===== src/rtl/cam_pkg.sv =====
// Shared definitions for the OV7670 capture path: FSM encoding, frame defaults,
// and the RGB565 -> RGB444 field mapping.
package cam_pkg;

    localparam int H_ACTIVE_DEF = 640;
    localparam int V_ACTIVE_DEF = 480;

    localparam logic [1:0] S_WAIT  = 2'd0;
    localparam logic [1:0] S_BLANK = 2'd1;
    localparam logic [1:0] S_HI    = 2'd2;
    localparam logic [1:0] S_LO    = 2'd3;

    // Field positions within the hi/lo bytes of an RGB565 pixel
    localparam int R_MSB    = 7;
    localparam int R_LSB    = 4;
    localparam int G_HI_MSB = 2;
    localparam int G_HI_LSB = 0;
    localparam int G_LO_BIT = 7;
    localparam int B_MSB    = 4;
    localparam int B_LSB    = 1;

    typedef struct packed {
        logic [3:0] r;
        logic [3:0] g;
        logic [3:0] b;
    } rgb444_t;

    function automatic rgb444_t rgb565_to_444(input logic [7:0] hi, input logic [7:0] lo);
        rgb444_t p;
        p.r = hi[R_MSB:R_LSB];
        p.g = {hi[G_HI_MSB:G_HI_LSB], lo[G_LO_BIT]};
        p.b = lo[B_MSB:B_LSB];
        return p;
    endfunction

endpackage


===== src/rtl/sync_edge.sv =====
// Multi-flop synchroniser with single-cycle rise/fall pulses on the synchronised level.
module sync_edge #(
    parameter int STAGES = 2
) (
    input  logic m_clock,
    input  logic p_reset,
    input  logic d_i,
    output logic level_o,
    output logic rise_o,
    output logic fall_o
);

    // sr_q[STAGES] is the previous synchronised level, used only for edge detection
    logic [STAGES:0] sr_q;

    always_ff @(posedge m_clock or negedge p_reset) begin
        if (!p_reset) sr_q <= '0;
        else          sr_q <= {sr_q[STAGES-1:0], d_i};
    end

    assign level_o = sr_q[STAGES-1];
    assign rise_o  =  sr_q[STAGES-1] & ~sr_q[STAGES];
    assign fall_o  = ~sr_q[STAGES-1] &  sr_q[STAGES];

endmodule


===== src/rtl/ov7670_pixel_capture.sv =====
// OV7670 parallel-bus capture: resynchronises the camera bus into m_clock and pairs
// RGB565 bytes into RGB444 pixels with x/y coordinates and a one-cycle strobe.
module ov7670_pixel_capture
    import cam_pkg::*;
#(
    parameter int H_ACTIVE    = H_ACTIVE_DEF,
    parameter int V_ACTIVE    = V_ACTIVE_DEF,
    parameter int SYNC_STAGES = 2
) (
    input  logic       m_clock,
    input  logic       p_reset,
    input  logic [7:0] in_data,
    input  logic       pclk,
    input  logic       href,
    input  logic       c_vsync,
    output logic       pix_valid,
    output logic [9:0] pix_x,
    output logic [9:0] pix_y,
    output logic [3:0] pix_r,
    output logic [3:0] pix_g,
    output logic [3:0] pix_b,
    output logic       frame_start,
    output logic       byte_err
);

    localparam logic [9:0] H_LIM = 10'(H_ACTIVE);
    localparam logic [9:0] V_LIM = 10'(V_ACTIVE);

    logic pe, hf, vr, href_s;
    logic pclk_lvl, pclk_fall, href_rise, vs_lvl, vs_fall;

    sync_edge #(.STAGES(SYNC_STAGES)) u_pclk (
        .m_clock(m_clock), .p_reset(p_reset), .d_i(pclk),
        .level_o(pclk_lvl), .rise_o(pe), .fall_o(pclk_fall)
    );
    sync_edge #(.STAGES(SYNC_STAGES)) u_href (
        .m_clock(m_clock), .p_reset(p_reset), .d_i(href),
        .level_o(href_s), .rise_o(href_rise), .fall_o(hf)
    );
    sync_edge #(.STAGES(SYNC_STAGES)) u_vsync (
        .m_clock(m_clock), .p_reset(p_reset), .d_i(c_vsync),
        .level_o(vs_lvl), .rise_o(vr), .fall_o(vs_fall)
    );

    logic unused_sync;
    assign unused_sync = &{pclk_lvl, pclk_fall, href_rise, vs_lvl, vs_fall};

    // One extra stage so the byte presented at pe was sampled just before pclk rose
    logic [SYNC_STAGES:0][7:0] data_q;
    logic [7:0]                byte_s;

    always_ff @(posedge m_clock or negedge p_reset) begin
        if (!p_reset) data_q <= '0;
        else          data_q <= {data_q[SYNC_STAGES-1:0], in_data};
    end
    assign byte_s = data_q[SYNC_STAGES];

    logic [1:0] state_q, state_d;
    logic [9:0] x_q, x_d, y_q, y_d;
    logic [7:0] hi_q, hi_d;
    logic       err_q, err_d;
    logic       vld_q, vld_d;
    logic       fs_q, fs_d;
    logic [9:0] px_q, px_d, py_q, py_d;
    rgb444_t    rgb_q, rgb_d;

    logic       take;
    logic [9:0] x_inc, y_adv;

    assign take  = pe & href_s;
    assign x_inc = (x_q >= H_LIM) ? H_LIM : x_q + 10'd1;
    // An empty href pulse leaves x at 0 and therefore does not consume a row
    assign y_adv = (x_q == 10'd0) ? y_q : ((y_q >= V_LIM) ? V_LIM : y_q + 10'd1);

    always_comb begin
        state_d = state_q;
        x_d     = x_q;
        y_d     = y_q;
        hi_d    = hi_q;
        err_d   = err_q;
        vld_d   = 1'b0;
        fs_d    = 1'b0;
        px_d    = px_q;
        py_d    = py_q;
        rgb_d   = rgb_q;
        if (vr) begin
            x_d     = '0;
            y_d     = '0;
            err_d   = 1'b0;
            fs_d    = 1'b1;
            state_d = S_BLANK;
        end else begin
            case (state_q)
                S_BLANK, S_HI: begin
                    if (take) begin
                        hi_d    = byte_s;
                        state_d = S_LO;
                    end else if (hf) begin
                        x_d     = '0;
                        y_d     = y_adv;
                        state_d = S_BLANK;
                    end
                end
                S_LO: begin
                    if (take) begin
                        if (x_q < H_LIM && y_q < V_LIM) begin
                            vld_d = 1'b1;
                            px_d  = x_q;
                            py_d  = y_q;
                            rgb_d = rgb565_to_444(hi_q, byte_s);
                        end
                        x_d     = x_inc;
                        state_d = S_HI;
                    end else if (hf) begin
                        err_d   = 1'b1;
                        x_d     = '0;
                        y_d     = y_adv;
                        state_d = S_BLANK;
                    end
                end
                default: ;
            endcase
        end
    end

    always_ff @(posedge m_clock or negedge p_reset) begin
        if (!p_reset) begin
            state_q <= S_WAIT;
            x_q     <= '0;
            y_q     <= '0;
            hi_q    <= '0;
            err_q   <= 1'b0;
            vld_q   <= 1'b0;
            fs_q    <= 1'b0;
            px_q    <= '0;
            py_q    <= '0;
            rgb_q   <= '0;
        end else begin
            state_q <= state_d;
            x_q     <= x_d;
            y_q     <= y_d;
            hi_q    <= hi_d;
            err_q   <= err_d;
            vld_q   <= vld_d;
            fs_q    <= fs_d;
            px_q    <= px_d;
            py_q    <= py_d;
            rgb_q   <= rgb_d;
        end
    end

    assign pix_valid   = vld_q;
    assign pix_x       = px_q;
    assign pix_y       = py_q;
    assign pix_r       = rgb_q.r;
    assign pix_g       = rgb_q.g;
    assign pix_b       = rgb_q.b;
    assign frame_start = fs_q;
    assign byte_err    = err_q;

endmodule


===== config.mk =====
export PLATFORM = sky130hd
export DESIGN_NAME = ov7670_pixel_capture
export DESIGN_NICKNAME = d
export VERILOG_FILES = /design/src/rtl/cam_pkg.sv /design/src/rtl/sync_edge.sv /design/src/rtl/ov7670_pixel_capture.sv
export SDC_FILE = /design/constraint.sdc
export NUM_CORES = 1
export LEC_CHECK = 0
export CAP_MARGIN = 5
export CORE_MARGIN = 2
export CORE_UTILIZATION = 40
export CTS_BUF_LIST = sky130_fd_sc_hd__clkbuf_8
export CTS_CLUSTER_SIZE = 12
export DETAILED_ROUTE_END_ITERATION = 10
export SETUP_SLACK_MARGIN = 0.02
export SYNTH_ARGS = -nofsm -noshare
export SYNTH_HDL_FRONTEND = slang
export SYNTH_HIERARCHICAL = 1
export SYNTH_SLANG_ARGS = --single-unit

===== constraint.sdc =====
create_clock -name m_clock -period 4.2 [get_ports m_clock]
set_clock_uncertainty 0.05 [all_clocks]
set_input_delay 0.84 -clock m_clock [delete_from_list [all_inputs] [get_ports m_clock]]
set_output_delay 0.84 -clock m_clock [all_outputs]
set_load 0.01 [all_outputs]

# ---- Word level (Yosys, flattened, before mapping)
# Cells that the tools add are included.
dict set report op_classes {
  add_sub_neg 2
  n_reduce_logical 13
  order_cmp 4
  n_bitwise 8
  n_eq_ne 6
  mux 26
}
# operator n
set ops {}
lappend ops {{$mux W10} 11}
lappend ops {{$add A10 B1 Y10 const B} 2}
lappend ops {{$pmux W10 S2} 1}
lappend ops {{$ge A10 B10 Y1 const B} 1}
lappend ops {{$ge A10 B9 Y1 const B} 1}
lappend ops {{$logic_not A10 Y1} 1}
lappend ops {{$lt A10 B10 Y1 const B} 1}
lappend ops {{$lt A10 B9 Y1 const B} 1}
lappend ops {{$mux W1} 9}
lappend ops {{$mux W2} 4}
lappend ops {{$reduce_and A4 Y1} 2}
lappend ops {{$reduce_and A3 Y1} 2}
lappend ops {{$reduce_bool A2 Y1} 3}
lappend ops {{$and A1 B1 Y1} 4}
lappend ops {{$eq A2 B2 Y1 const B} 2}
lappend ops {{$ne A2 B1 Y1 const B} 2}
lappend ops {{$not A1 Y1} 4}
lappend ops {{$pmux W2 S2} 1}
lappend ops {{$ne A3 B2 Y1 const B} 1}
lappend ops {{$reduce_bool A3 Y1} 1}
lappend ops {{$reduce_or A3 Y1} 1}
lappend ops {{$eq A2 B1 Y1 const B} 1}
lappend ops {{$reduce_and A2 Y1} 1}
lappend ops {{$reduce_or A2 Y1} 1}
lappend ops {{$logic_and A1 B1 Y1} 1}
dict set report totals {
  register_bits 98
  input_bits 13
  out_inout_bits 35
  word_cells 77
}

# ---- Longest topological paths before layout
dict set report logic_depth {
  depth_word 7
  mapped_depth 7
  depth_no_buf 6
}

# ---- Modules after synthesis
# The synthesis kept the hierarchy.
# module seq_area_each_um2 n_inst cells_per_inst area_each_um2
set by_module_without_submodules {}
lappend by_module_without_submodules {ov7670_pixel_capture 2202.1 1 263 3751.1}
lappend by_module_without_submodules {sync_edge 75.1 3 5 90.1}

# ---- Worst setup path after synthesis
# OpenSTA, ideal clock, no wires.
dict set report synth_path {
  kind {flip-flop to flip-flop}
  from {register u_vsync.sr_q[1]}
  to {register y_q[0]}
  setup_ns 0.125
  n_path_buf 1
  t_arrival_ns 1.602
  required_time_ns 4.025
  stages_incl_launch_ff 7
  synth_period_minus_slack_ns 1.777
  setup_slack_ns 2.423
  cell_sequence {dfrtp_1 nor2b_1 buf_2 nor4_4 nand4b_4 nand2_4 mux2_4}
}
dict set report synth_between {
  elab_chain_len 3
  elab_cells_between_ends 7
  cone_classes {eq/ne: 2; mux: 1; bitwise: 1; reduce/logical: 3}
}
# element line
set synth_lines {}
lappend synth_lines {{from (decl)} sync_edge.sv:14} ;# logic [STAGES:0] sr_q;
lappend synth_lines {{from (signal assigned)} sync_edge.sv:18} ;# else sr_q <= {sr_q[STAGES-1:0], d_i};
lappend synth_lines {{$and A1 B1 Y1 *} sync_edge.sv:22} ;# assign rise_o = sr_q[STAGES-1] & ~sr_q[STAGES];
lappend synth_lines {{$ne A2 B1 Y1 (no source line) / $reduce_bool A2 Y1 (equally long branches)} -}
lappend synth_lines {{$reduce_and A4 Y1 (no source line)} -}
lappend synth_lines {{to (signal assigned)} ov7670_pixel_capture.sv:141} ;# y_q <= y_d;
lappend synth_lines {{to (decl)} ov7670_pixel_capture.sv:59} ;# logic [9:0] x_q, x_d, y_q, y_d;
# Mark *: on every way between the ends. The rest lies on a longest branch, timed or not.
# A chain may end at the register's enable or synchronous reset.

# ---- Final worst setup path
dict set report layout_path {
  from {register u_pclk.sr_q[1]}
  to {register rgb_q (netlist bit pix_b[2])}
}
dict set report layout_between {
  elab_chain_len 3
}
# element line
set layout_lines {}
lappend layout_lines {{from (decl)} sync_edge.sv:14}
lappend layout_lines {{from (signal assigned)} sync_edge.sv:18}
lappend layout_lines {{$and A1 B1 Y1} sync_edge.sv:22}
lappend layout_lines {{via pe} ov7670_pixel_capture.sv:29} ;# logic pe, hf, vr, href_s;
lappend layout_lines {{$and A1 B1 Y1} ov7670_pixel_capture.sv:70} ;# assign take = pe & href_s;
lappend layout_lines {{$reduce_and A4 Y1 (no source line)} -}
lappend layout_lines {{to (signal assigned)} ov7670_pixel_capture.sv:148} ;# rgb_q <= rgb_d;
lappend layout_lines {{to (decl)} ov7670_pixel_capture.sv:65} ;# rgb444_t rgb_q, rgb_d;
# The timed path passes the listed nets, and every way through them passes these cells.

==> out/metrics.yaml <==
final_layout:
  area_growth_pct: 18.72
  stdcell_count: 463
  mostFrequentLayoutCell: "dfrtp_1"
  nNetsFinal: 345
  drive_gt1_share_pct: 22.73
  final_cell_mix: "dfrtp_1 (97), clkdlybuf4s50_1 (46), mux2_4 (29)"
  antennaDiodeCount: 0
route:
  routed_via_density: 4.991
  finalWirelength_mm: 6.601
  drt_pass1_iterations: 4
  met2_length_mm: 2.941
  highest_layer: "met4"
  drc: 0
  vias: 2311
  drtIter0Drc: 96
  met3_length_um: 285
  ant_nets: 0
  avgRoutedWirePerCell_um: 14.26
  met1_length_mm: 3.250
grt:
  grt_pass1_vias: 2361
  grt_overflow: 0
  grt_pass1_wl_mm: 11.63
  grt_antenna_before_repair: 0
  grt_max_degree: 39
  grt_util_all_layers_pct: 13.42
worst_setup_path:
  endpoint_kind: "flip-flop"
  path_class: "reg -> reg"
  cp.arrival_ns: 2.50
  crit_path_start_kind: "flip-flop"
  cp_max_fo: 33
  cp_data_required_time_ns: 4.38
sta:
  relSlewSlack_pct: 50.08
  fin_ws_ns: 1.878
  slew_viol_final: 0
  rsz0062_at_grt: "false"
  setup_tns_ns: 0
  hold-worst-slack_ns: 0.3019
  max_freq_ghz: 0.4307
  hold_violations: 0
  fin_crit_ns: 2.322
  setup-violations-final: 0
  tightest_slew_ns: 0.7488
  period_share_pct: 55.28
run_status:
  status: "completed"
synth:
  syn_inst: 275
  syn_avg_cell_area_um2: 14.54
  synth_nets: 294
  synth_area_mm2: 0.003998
  synth-warning-count: 6
clock_tree:
  path_clk_slew_ns: 0.08
  insertion_delay_ns: 0.36
  cts_buffer_depth: 2
  cts_tree: "done"
  cts_made_buffers: 9
  ctsResizeCount: 0
  cts.htree.levels: 3
  postCtsSetupBuffers: 0
  cts_sinks: 97
  clock-root-buffer: "clkbuf_8"
  cts_hold_buf: 0
run:
  maxCapViolations: 0
place:
  gp_congestion: 0.8333
  dp_hpwl_mm: 4.300
  dp_slack_ns: 1.850
  dp.cells: 448
  io_buffers: 47
floorplan:
  num_rows: 36
  dieWidth_um: 104.0
  io_pins: 48
  coreArea_mm2: 0.009729
  initial_core_util_pct: 41.09
  die_y_um: 104.0
  die_area_mm2: 0.01081
pwr:
  power_density_mw_per_mm2: 434.9
  power.total_uw: 2064
  p_leak_uw: 0.002121
  peakVddDrop_uv: 224.4
worst_hold_path:
  hold_path_class: "reg -> reg"
## power breakdown
group          internal [uW]  switching, uW  leakage [uW]
combinational            229            144      0.000792
clock                    270            306      0.000100
sequential              1040           74.7       0.00123
total                   1540            525       0.00212
## worst max-delay path, stage by stage (launching register included)
cell	delay [ns]
dfrtp_1	0.34
nor2b_1	0.40
nand3_1	0.17
nand2b_4	0.22
nor2_8	0.61
mux2_2	0.40
## sequential cells by signal, summed over array words and instances, names as in the netlist, 2 cells and up
register,flops
u_vsync/sr_q,3
pix_b,4
u_pclk/sr_q,3
data_q,16
pix_r,4
x_q,10
pix_y,10
pix_x,10
byte_s,8
hi_q,7
u_href/sr_q,3
pix_g,4
state_q,2
y_q,10
## worst paths after layout
kind / from / end / slack, ns / cells after the start
max: u_pclk/sr_q[1]$_DFF_PN0_ / pix_b[2]$_DFFE_PN0P_ / 1.88 / 5
min: data_q[11]$_DFF_PN0_ / byte_s[3]$_DFF_PN0_ / 0.30 / 0
max reg2reg: u_pclk/sr_q[1]$_DFF_PN0_ / pix_b[2]$_DFFE_PN0P_ / 1.88 / 5
min reg2reg: data_q[11]$_DFF_PN0_ / byte_s[3]$_DFF_PN0_ / 0.30 / 0
max in group asynchronous: p_reset / u_pclk/sr_q[0]$_DFF_PN0_ / 2.94 / 2
min in group asynchronous: p_reset / x_q[9]$_DFFE_PN0P_ / 0.39 / 1
## per-layer routing
metal / track usage (%) / vias up
li1: - / 1104
met1: 18.96 / 1145
met2: 19.78 / 49
met3: 3.383 / 13
met4: 5.502 / 0
met5: 0 / -
## layout make-up
| class | instances | area [um^2] |
|---|---|---|
| timing repair buffer | 50 | 490.5 |
| inverter | 10 | 37.54 |
| multi-input combinational | 158 | 1439 |
| sequential | 97 | 2427 |
| fill | 882 | 4984 |
| clock inverter | 6 | 61.31 |
| tap | 133 | 166.4 |
| clock buffer | 9 | 123.9 |
## through the flow
| step | area, um^2 | utilization (%) |
|---|---|---|
| floorplan | 3998 | - |
| global placement | 4561 | 46.88 |
| detailed placement | 4561 | 46.88 |
| CTS | 4746 | 48.78 |
| global route | 4746 | 48.78 |
| finish | 4746 | 48.78 |
No activity file was read; power rests on OpenSTA's default activity.
